===== src/rtl/ddr_user_fifos_mc.sv =====
`default_nettype none
// ============================================================================
// Module   : ddr_user_fifos_mc (+ helper ddr_user_fifos_mc_fifo)
// Purpose  : Multi-channel DDR user front end. A round-robin arbiter feeds a
//            read-address FIFO tagged with the requester index. A single write
//            port feeds paired write-address / write-data FIFOs.
// Revision : 1.0 - initial release
// ============================================================================

// First-word-fall-through FIFO with wrap-bit pointers and an occupancy output.
module ddr_user_fifos_mc_fifo #(
  parameter int WIDTH      = 8,
  parameter int DEPTH_LOG2 = 4
) (
  input  logic                  clock_i,
  input  logic                  reset_ni,
  input  logic                  push,
  input  logic [WIDTH-1:0]      push_data,
  input  logic                  pop_req,
  output logic                  not_empty,
  output logic [WIDTH-1:0]      head,
  output logic [DEPTH_LOG2:0]   level,
  output logic                  underflow
);
  localparam int DEPTH = 1 << DEPTH_LOG2;

  logic [DEPTH_LOG2:0] wr_ptr;
  logic [DEPTH_LOG2:0] rd_ptr;
  logic [WIDTH-1:0]    mem [DEPTH];
  logic                full;
  logic                empty;
  logic                do_push;
  logic                do_pop;

  assign empty     = (wr_ptr == rd_ptr);
  assign full      = (wr_ptr[DEPTH_LOG2] != rd_ptr[DEPTH_LOG2]) &&
                     (wr_ptr[DEPTH_LOG2-1:0] == rd_ptr[DEPTH_LOG2-1:0]);
  // A full FIFO refuses a push even when a pop happens on the same edge.
  assign do_push   = push && !full;
  assign do_pop    = pop_req && !empty;
  assign underflow = pop_req && empty;
  assign not_empty = !empty;
  assign level     = wr_ptr - rd_ptr;
  assign head      = empty ? '0 : mem[rd_ptr[DEPTH_LOG2-1:0]];

  // Pointer advance on accepted push/pop; reset discards all entries.
  always_ff @(posedge clock_i or negedge reset_ni) begin
    if (!reset_ni) begin
      wr_ptr <= '0;
      rd_ptr <= '0;
    end else begin
      if (do_push) wr_ptr <= wr_ptr + 1'b1;
      if (do_pop)  rd_ptr <= rd_ptr + 1'b1;
    end
  end

  // Storage array; stale contents after reset are hidden by the empty mask.
  always_ff @(posedge clock_i) begin
    if (do_push) mem[wr_ptr[DEPTH_LOG2-1:0]] <= push_data;
  end
endmodule

module ddr_user_fifos_mc #(
  parameter int CHANNELS   = 4,
  parameter int OWNER_BITS = 2,
  parameter int ADDR_WIDTH = 23,
  parameter int DATA_WIDTH = 32,
  parameter int DEPTH_LOG2 = 4
) (
  input  logic                         clock_i,
  input  logic                         reset_ni,
  input  logic [CHANNELS-1:0]          rd_req_i,
  input  logic [CHANNELS-1:0]          rd_block_i,
  input  logic [CHANNELS*ADDR_WIDTH-1:0] rd_addr_i,
  output logic [CHANNELS-1:0]          rd_busy_o,
  input  logic                         wr_req_i,
  output logic                         wr_busy_o,
  input  logic [ADDR_WIDTH-1:0]        wr_addr_i,
  input  logic [DATA_WIDTH/8-1:0]      wr_bytes_i,
  input  logic [DATA_WIDTH-1:0]        wr_data_i,
  input  logic                         raf_read_i,
  output logic                         raf_empty_no,
  output logic                         raf_block_o,
  output logic [OWNER_BITS-1:0]        raf_owner_o,
  output logic [ADDR_WIDTH-1:0]        raf_addr_o,
  output logic [DEPTH_LOG2:0]          raf_level_o,
  input  logic                         waf_read_i,
  output logic                         waf_empty_no,
  output logic [ADDR_WIDTH-1:0]        waf_addr_o,
  input  logic                         wdf_read_i,
  output logic                         wdf_empty_no,
  output logic [DATA_WIDTH/8-1:0]      wdf_bytes_o,
  output logic [DATA_WIDTH-1:0]        wdf_data_o,
  output logic                         error_o
);
  localparam int BYTES = DATA_WIDTH / 8;
  localparam int RAF_W = 1 + OWNER_BITS + ADDR_WIDTH;
  localparam int WDF_W = BYTES + DATA_WIDTH;
  localparam logic [DEPTH_LOG2:0] FULL_LEVEL = {1'b1, {DEPTH_LOG2{1'b0}}};
  localparam logic [OWNER_BITS-1:0] LAST_CH = OWNER_BITS'(CHANNELS - 1);

  logic [OWNER_BITS-1:0] rr_ptr;
  logic [OWNER_BITS-1:0] grant_idx;
  logic                  grant_valid;
  logic [ADDR_WIDTH-1:0] grant_addr;
  logic                  grant_block;
  logic                  raf_full;
  logic                  raf_push;
  logic                  wr_push;
  logic [RAF_W-1:0]      raf_head;
  logic [WDF_W-1:0]      wdf_head;
  logic [DEPTH_LOG2:0]   waf_level;
  logic [DEPTH_LOG2:0]   wdf_level;
  logic                  raf_uf;
  logic                  waf_uf;
  logic                  wdf_uf;
  logic                  error_q;

  // Round-robin pick: lowest requester at/after rr_ptr, else lowest overall.
  always_comb begin
    grant_valid = 1'b0;
    grant_idx   = '0;
    for (int c = CHANNELS - 1; c >= 0; c--) begin
      if (rd_req_i[c]) begin
        grant_valid = 1'b1;
        grant_idx   = OWNER_BITS'(c);
      end
    end
    for (int c = CHANNELS - 1; c >= 0; c--) begin
      if (rd_req_i[c] && (OWNER_BITS'(c) >= rr_ptr)) grant_idx = OWNER_BITS'(c);
    end
  end

  // Select the granted channel's address and block flag.
  always_comb begin
    grant_addr  = '0;
    grant_block = 1'b0;
    for (int c = 0; c < CHANNELS; c++) begin
      if (grant_idx == OWNER_BITS'(c)) begin
        grant_addr  = rd_addr_i[c*ADDR_WIDTH +: ADDR_WIDTH];
        grant_block = rd_block_i[c];
      end
    end
  end

  // Busy: FIFO full, or requesting but losing arbitration this cycle.
  always_comb begin
    rd_busy_o = '0;
    for (int c = 0; c < CHANNELS; c++) begin
      rd_busy_o[c] = raf_full |
                     (rd_req_i[c] & ~(grant_valid & (grant_idx == OWNER_BITS'(c))));
    end
  end

  assign raf_full  = (raf_level_o == FULL_LEVEL);
  assign raf_push  = grant_valid & ~raf_full;
  assign wr_busy_o = (waf_level == FULL_LEVEL) | (wdf_level == FULL_LEVEL);
  assign wr_push   = wr_req_i & ~wr_busy_o;

  // Round-robin pointer moves past the channel whose read was accepted.
  always_ff @(posedge clock_i or negedge reset_ni) begin
    if (!reset_ni) begin
      rr_ptr <= '0;
    end else if (raf_push) begin
      rr_ptr <= (grant_idx == LAST_CH) ? '0 : grant_idx + 1'b1;
    end
  end

  // Sticky underflow flag, cleared only by reset.
  always_ff @(posedge clock_i or negedge reset_ni) begin
    if (!reset_ni) error_q <= 1'b0;
    else           error_q <= error_q | raf_uf | waf_uf | wdf_uf;
  end

  assign error_o = error_q;

  ddr_user_fifos_mc_fifo #(.WIDTH(RAF_W), .DEPTH_LOG2(DEPTH_LOG2)) u_raf (
    .clock_i   (clock_i),
    .reset_ni  (reset_ni),
    .push      (raf_push),
    .push_data ({grant_block, grant_idx, grant_addr}),
    .pop_req   (raf_read_i),
    .not_empty (raf_empty_no),
    .head      (raf_head),
    .level     (raf_level_o),
    .underflow (raf_uf)
  );

  ddr_user_fifos_mc_fifo #(.WIDTH(ADDR_WIDTH), .DEPTH_LOG2(DEPTH_LOG2)) u_waf (
    .clock_i   (clock_i),
    .reset_ni  (reset_ni),
    .push      (wr_push),
    .push_data (wr_addr_i),
    .pop_req   (waf_read_i),
    .not_empty (waf_empty_no),
    .head      (waf_addr_o),
    .level     (waf_level),
    .underflow (waf_uf)
  );

  ddr_user_fifos_mc_fifo #(.WIDTH(WDF_W), .DEPTH_LOG2(DEPTH_LOG2)) u_wdf (
    .clock_i   (clock_i),
    .reset_ni  (reset_ni),
    .push      (wr_push),
    .push_data ({wr_bytes_i, wr_data_i}),
    .pop_req   (wdf_read_i),
    .not_empty (wdf_empty_no),
    .head      (wdf_head),
    .level     (wdf_level),
    .underflow (wdf_uf)
  );

  assign raf_block_o = raf_head[RAF_W-1];
  assign raf_owner_o = raf_head[ADDR_WIDTH +: OWNER_BITS];
  assign raf_addr_o  = raf_head[ADDR_WIDTH-1:0];
  assign wdf_bytes_o = wdf_head[DATA_WIDTH +: BYTES];
  assign wdf_data_o  = wdf_head[DATA_WIDTH-1:0];
endmodule
`default_nettype wire


===== config.mk =====
export PLATFORM = sky130hd
export DESIGN_NAME = ddr_user_fifos_mc
export DESIGN_NICKNAME = d
export VERILOG_FILES = /design/src/rtl/ddr_user_fifos_mc.sv
export SDC_FILE = /design/constraint.sdc
export NUM_CORES = 1
export LEC_CHECK = 0
export BUFFER_PORTS_ARGS = -buffer_cell sky130_fd_sc_hd__buf_2
export CAP_MARGIN = 20
export CORE_UTILIZATION = 25
export DETAILED_ROUTE_END_ITERATION = 8
export HOLD_SLACK_MARGIN = 0.15
export PLACE_DENSITY = 0.42
export SYNTH_ARGS = -nofsm -noshare
export SYNTH_HDL_FRONTEND = slang
export SYNTH_SLANG_ARGS = --single-unit

===== constraint.sdc =====
create_clock -name clock_i -period 11.03 [get_ports clock_i]
set_clock_uncertainty 0.2 [all_clocks]
set_input_delay 1.6545 -clock clock_i [delete_from_list [all_inputs] [get_ports clock_i]]
set_output_delay 1.6545 -clock clock_i [all_outputs]
set_load 0.1 [all_outputs]

==> flow_metrics.tcl <==
set metrics [dict create \
    post_cts_resized 0 \
    dr.pass1.iters 5 \
    fmax_ghz 0.149 \
    gp_congestion 0.819 \
    crit_type "flop to output port" \
    postCtsHoldBufs 0 \
    final_nets 3016 \
    num_vias 26100 \
    fin_crit_sh_pct 60.9 \
    dieArea_sq_um 221000 \
    arrival_ns 4.86 \
    period_needed_ns 6.72 \
    grt_use_total_pct 13.0 \
    syn_avg_cell_area_sq_um 22.6 \
    synthDistinctLibCells 52 \
    cp-endpoint "wdf_data_o[2]" \
    cts_tree "yes" \
    fillers 21000 \
    drtIter0Drc 1848 \
    rows 171 \
    cts_setup_buffers 0 \
    route.detailed.drc 0 \
    cp.depth 6 \
    synthCells 2418 \
    worst-path-buf-inv 3 \
    crit_family "buffers and inverters" \
    status "complete, no violations" \
    syn2layout_area_growth_pct 19.6 \
    antenna_found_initial 29 \
    synth_nets 2615 \
    setup-tns-final_ns 0 \
    r2r_end "u_raf.mem[9][8]" \
    hp-class "flop to flop" \
    clockRootBuffer "clkbuf_16" \
    yosys_warnings 0 \
    cp.required_ns 9.18 \
    wl_per_cell_um 24.8 \
    seqCellArea_sq_um 41700 \
    yosysTopAreaCell "edfxtp_1" \
    initial_core_util_pct 25.2 \
    crit_path_max_incr_delay_ns 0.82 \
    cp-end-kind "output port" \
    final_antenna_net_count 0 \
    rr_worst_depth 10 \
    rsz0062_at_grt "no" \
    setup_violations 0 \
    io_buffers 263 \
    grt_max_degree 69 \
    htreeDepth 4 \
    hold_viol_final 0 \
    hpwl_um 76500 \
    synthTopCellsByArea "edfxtp_1, mux4_2, dfrtp_1" \
    rrSetupSlack_ns 5.94 \
    clock_latency_ns 0.81 \
    hold_depth 1 \
    slowest_stage "buf_4" \
    die_h_um 470 \
    io_pins 264 \
    slew-limit-headroom_pct 26.4 \
    overflow 0 \
    core_sq_um 217000 \
    clkTransAtPathRegs_ns 0.06 \
    start_kind "flop" \
    multi_input_area_sq_um 12700 \
    worstPathCellList "buf_4 -> buf_4 -> mux4_2 -> mux4_2 -> and2_1 -> buf_2" \
    reg2reg_from "u_raf.rd_ptr[1]" \
    synth-seq-cells 1393 \
    vias_per_cell 4.50 \
    syn_area_sq_um 54800 \
    grt_pass1_wl_um 207000 \
    dieWidth_um 470 \
    slew_viol_final 0 \
    grt_pass1_vias 28300 \
    worst_pin_slew_ns 1.10 \
    wirelength_um 144000 \
    cts.path.max_buffers 3 \
    clock_sinks 1393 \
    critPathMaxFanout 44 \
    drive_gt1_share_pct 36.9 \
    cp-startpoint "u_wdf.rd_ptr[0]" \
    cts-buffers-inserted 160 \
    synth_top_area_share_pct 74.6 \
    maxCapViolCount 0 \
    yosysSeqAreaShare_pct 76.1 \
]
-- cell families (layout without fill, tap and decap cells) --
group / after synthesis / count (layout) / share of synthesized area (%)
other cells: 0 / 2 / 0
fa+ha+maj: 32 / 32 / 0.745
mux: 431 / 431 / 17.6
buf+inv: 161 / 692 / 1.21
compound gates: 104 / 104 / 1.15
xor+xnor: 34 / 34 / 0.557
simple gates: 263 / 263 / 2.65
flops: 1393 / 1393 / 76.1
-- worst min path at each step --
| stage | start | endpoint | slack [ns] |
|---|---|---|---|
| after floorplan | u_waf.wr_ptr[4] | u_waf.wr_ptr[4] | 0.26 |
| after global placement | u_wdf.wr_ptr[4] | u_wdf.wr_ptr[4] | 0.28 |
| after detailed placement | u_waf.wr_ptr[4] | u_waf.wr_ptr[4] | 0.28 |
| after CTS | u_waf.wr_ptr[4] | u_waf.wr_ptr[4] | 0.29 |
| after global routing | u_raf.rd_ptr[4] | u_raf.rd_ptr[4] | 0.30 |
| final | u_raf.wr_ptr[4] | u_raf.wr_ptr[4] | 0.29 |
-- metal layers --
layer,up-vias,routed length (um),share of wire (%),GRT usage (%)
met5,-,148,0.10,0
met4,22,3240,2.2,3.87
met3,229,6640,4.6,2.70
met2,691,72600,50,22.3
met1,14200,61300,43,16.4
li1,11000,-,-,-
-- state kept, by name (all words and copies together) (netlist names) --
register	cells
u_waf.mem	368
u_wdf.wr_ptr	5
u_waf.rd_ptr	5
error_o	1
u_raf.mem	416
u_waf.wr_ptr	5
u_raf.rd_ptr	5
rr_ptr	2
u_wdf.rd_ptr	5
u_raf.wr_ptr	5
u_wdf.mem	576
-- cell usage after synthesis, drive strengths merged --
master / instances
a21o: 4
a21oi: 32
and2: 73
o21ai: 32
and4: 1
nor3b: 4
a31o: 1
xnor2: 25
o221ai: 1
nand4: 6
a2111oi: 1
mux2: 6
ha: 31
inv: 31
o21a: 3
a211oi: 1
nand4bb: 2
clkbuf: 77
or4: 1
o211ai: 2
nand3: 12
nor2b: 29
a221o: 2
edfxtp: 1360
nor2: 42
o31ai: 1
nor4: 10
or2: 2
nor4bb: 1
dfrtp: 33
xor2: 9
buf: 53
and3: 3
a22oi: 23
mux4: 425
or4b: 1
nor3: 25
o22ai: 1
nand2: 46
nand2b: 5
fa: 1
-- through the flow --
step	hold slack [ns]	setup slack, ns	cell area [sq um]	utilization, %	instances
4_1_cts	0.290	4.06	65400	30.1	5800
5_1_grt	0.302	3.89	65500	30.1	5805
3_5_place_dp	0.279	4.98	60100	27.7	5508
3_3_place_gp	0.278	5.04	60100	27.7	5507
6_report	0.286	4.31	65500	30.1	5805
2_1_floorplan	0.262	3.88	54800	-	2418
-- placed cells by master, fill, tap and decap left out, drive strengths merged, types with 29 or more instances in the layout --
cell,instances
a21oi,32
and2,73
buf,368
clkbuf,211
clkinv,55
dfrtp,33
edfxtp,1360
ha,31
inv,40
mux4,425
nand2,46
nor2,42
nor2b,29
o21ai,32
-- worst reg2reg max path: cells and delay by family (launching register included) --
kind,cells,cell delay (ns)
flops,1,0.94
compound gates,1,0.09
xor+xnor,1,0.26
fa+ha+maj,1,0.53
buf+inv,2,0.68
simple gates,5,2.09
-- cell type report --
class	instances	share of cell area, %
Sequential cell	1393	63.7
Multi-Input combinational cell	864	19.3
Inverter	31	0.180
Tap cell	2854	5.45
Clock buffer	210	6.45
Clock inverter	82	1.58
Timing Repair Buffer	369	3.32
Antenna cell	2	0.00764
Power is left out: the tool's default activity adds up to more than one toggle a clock period on the data nets, which glitch-free logic cannot reach.
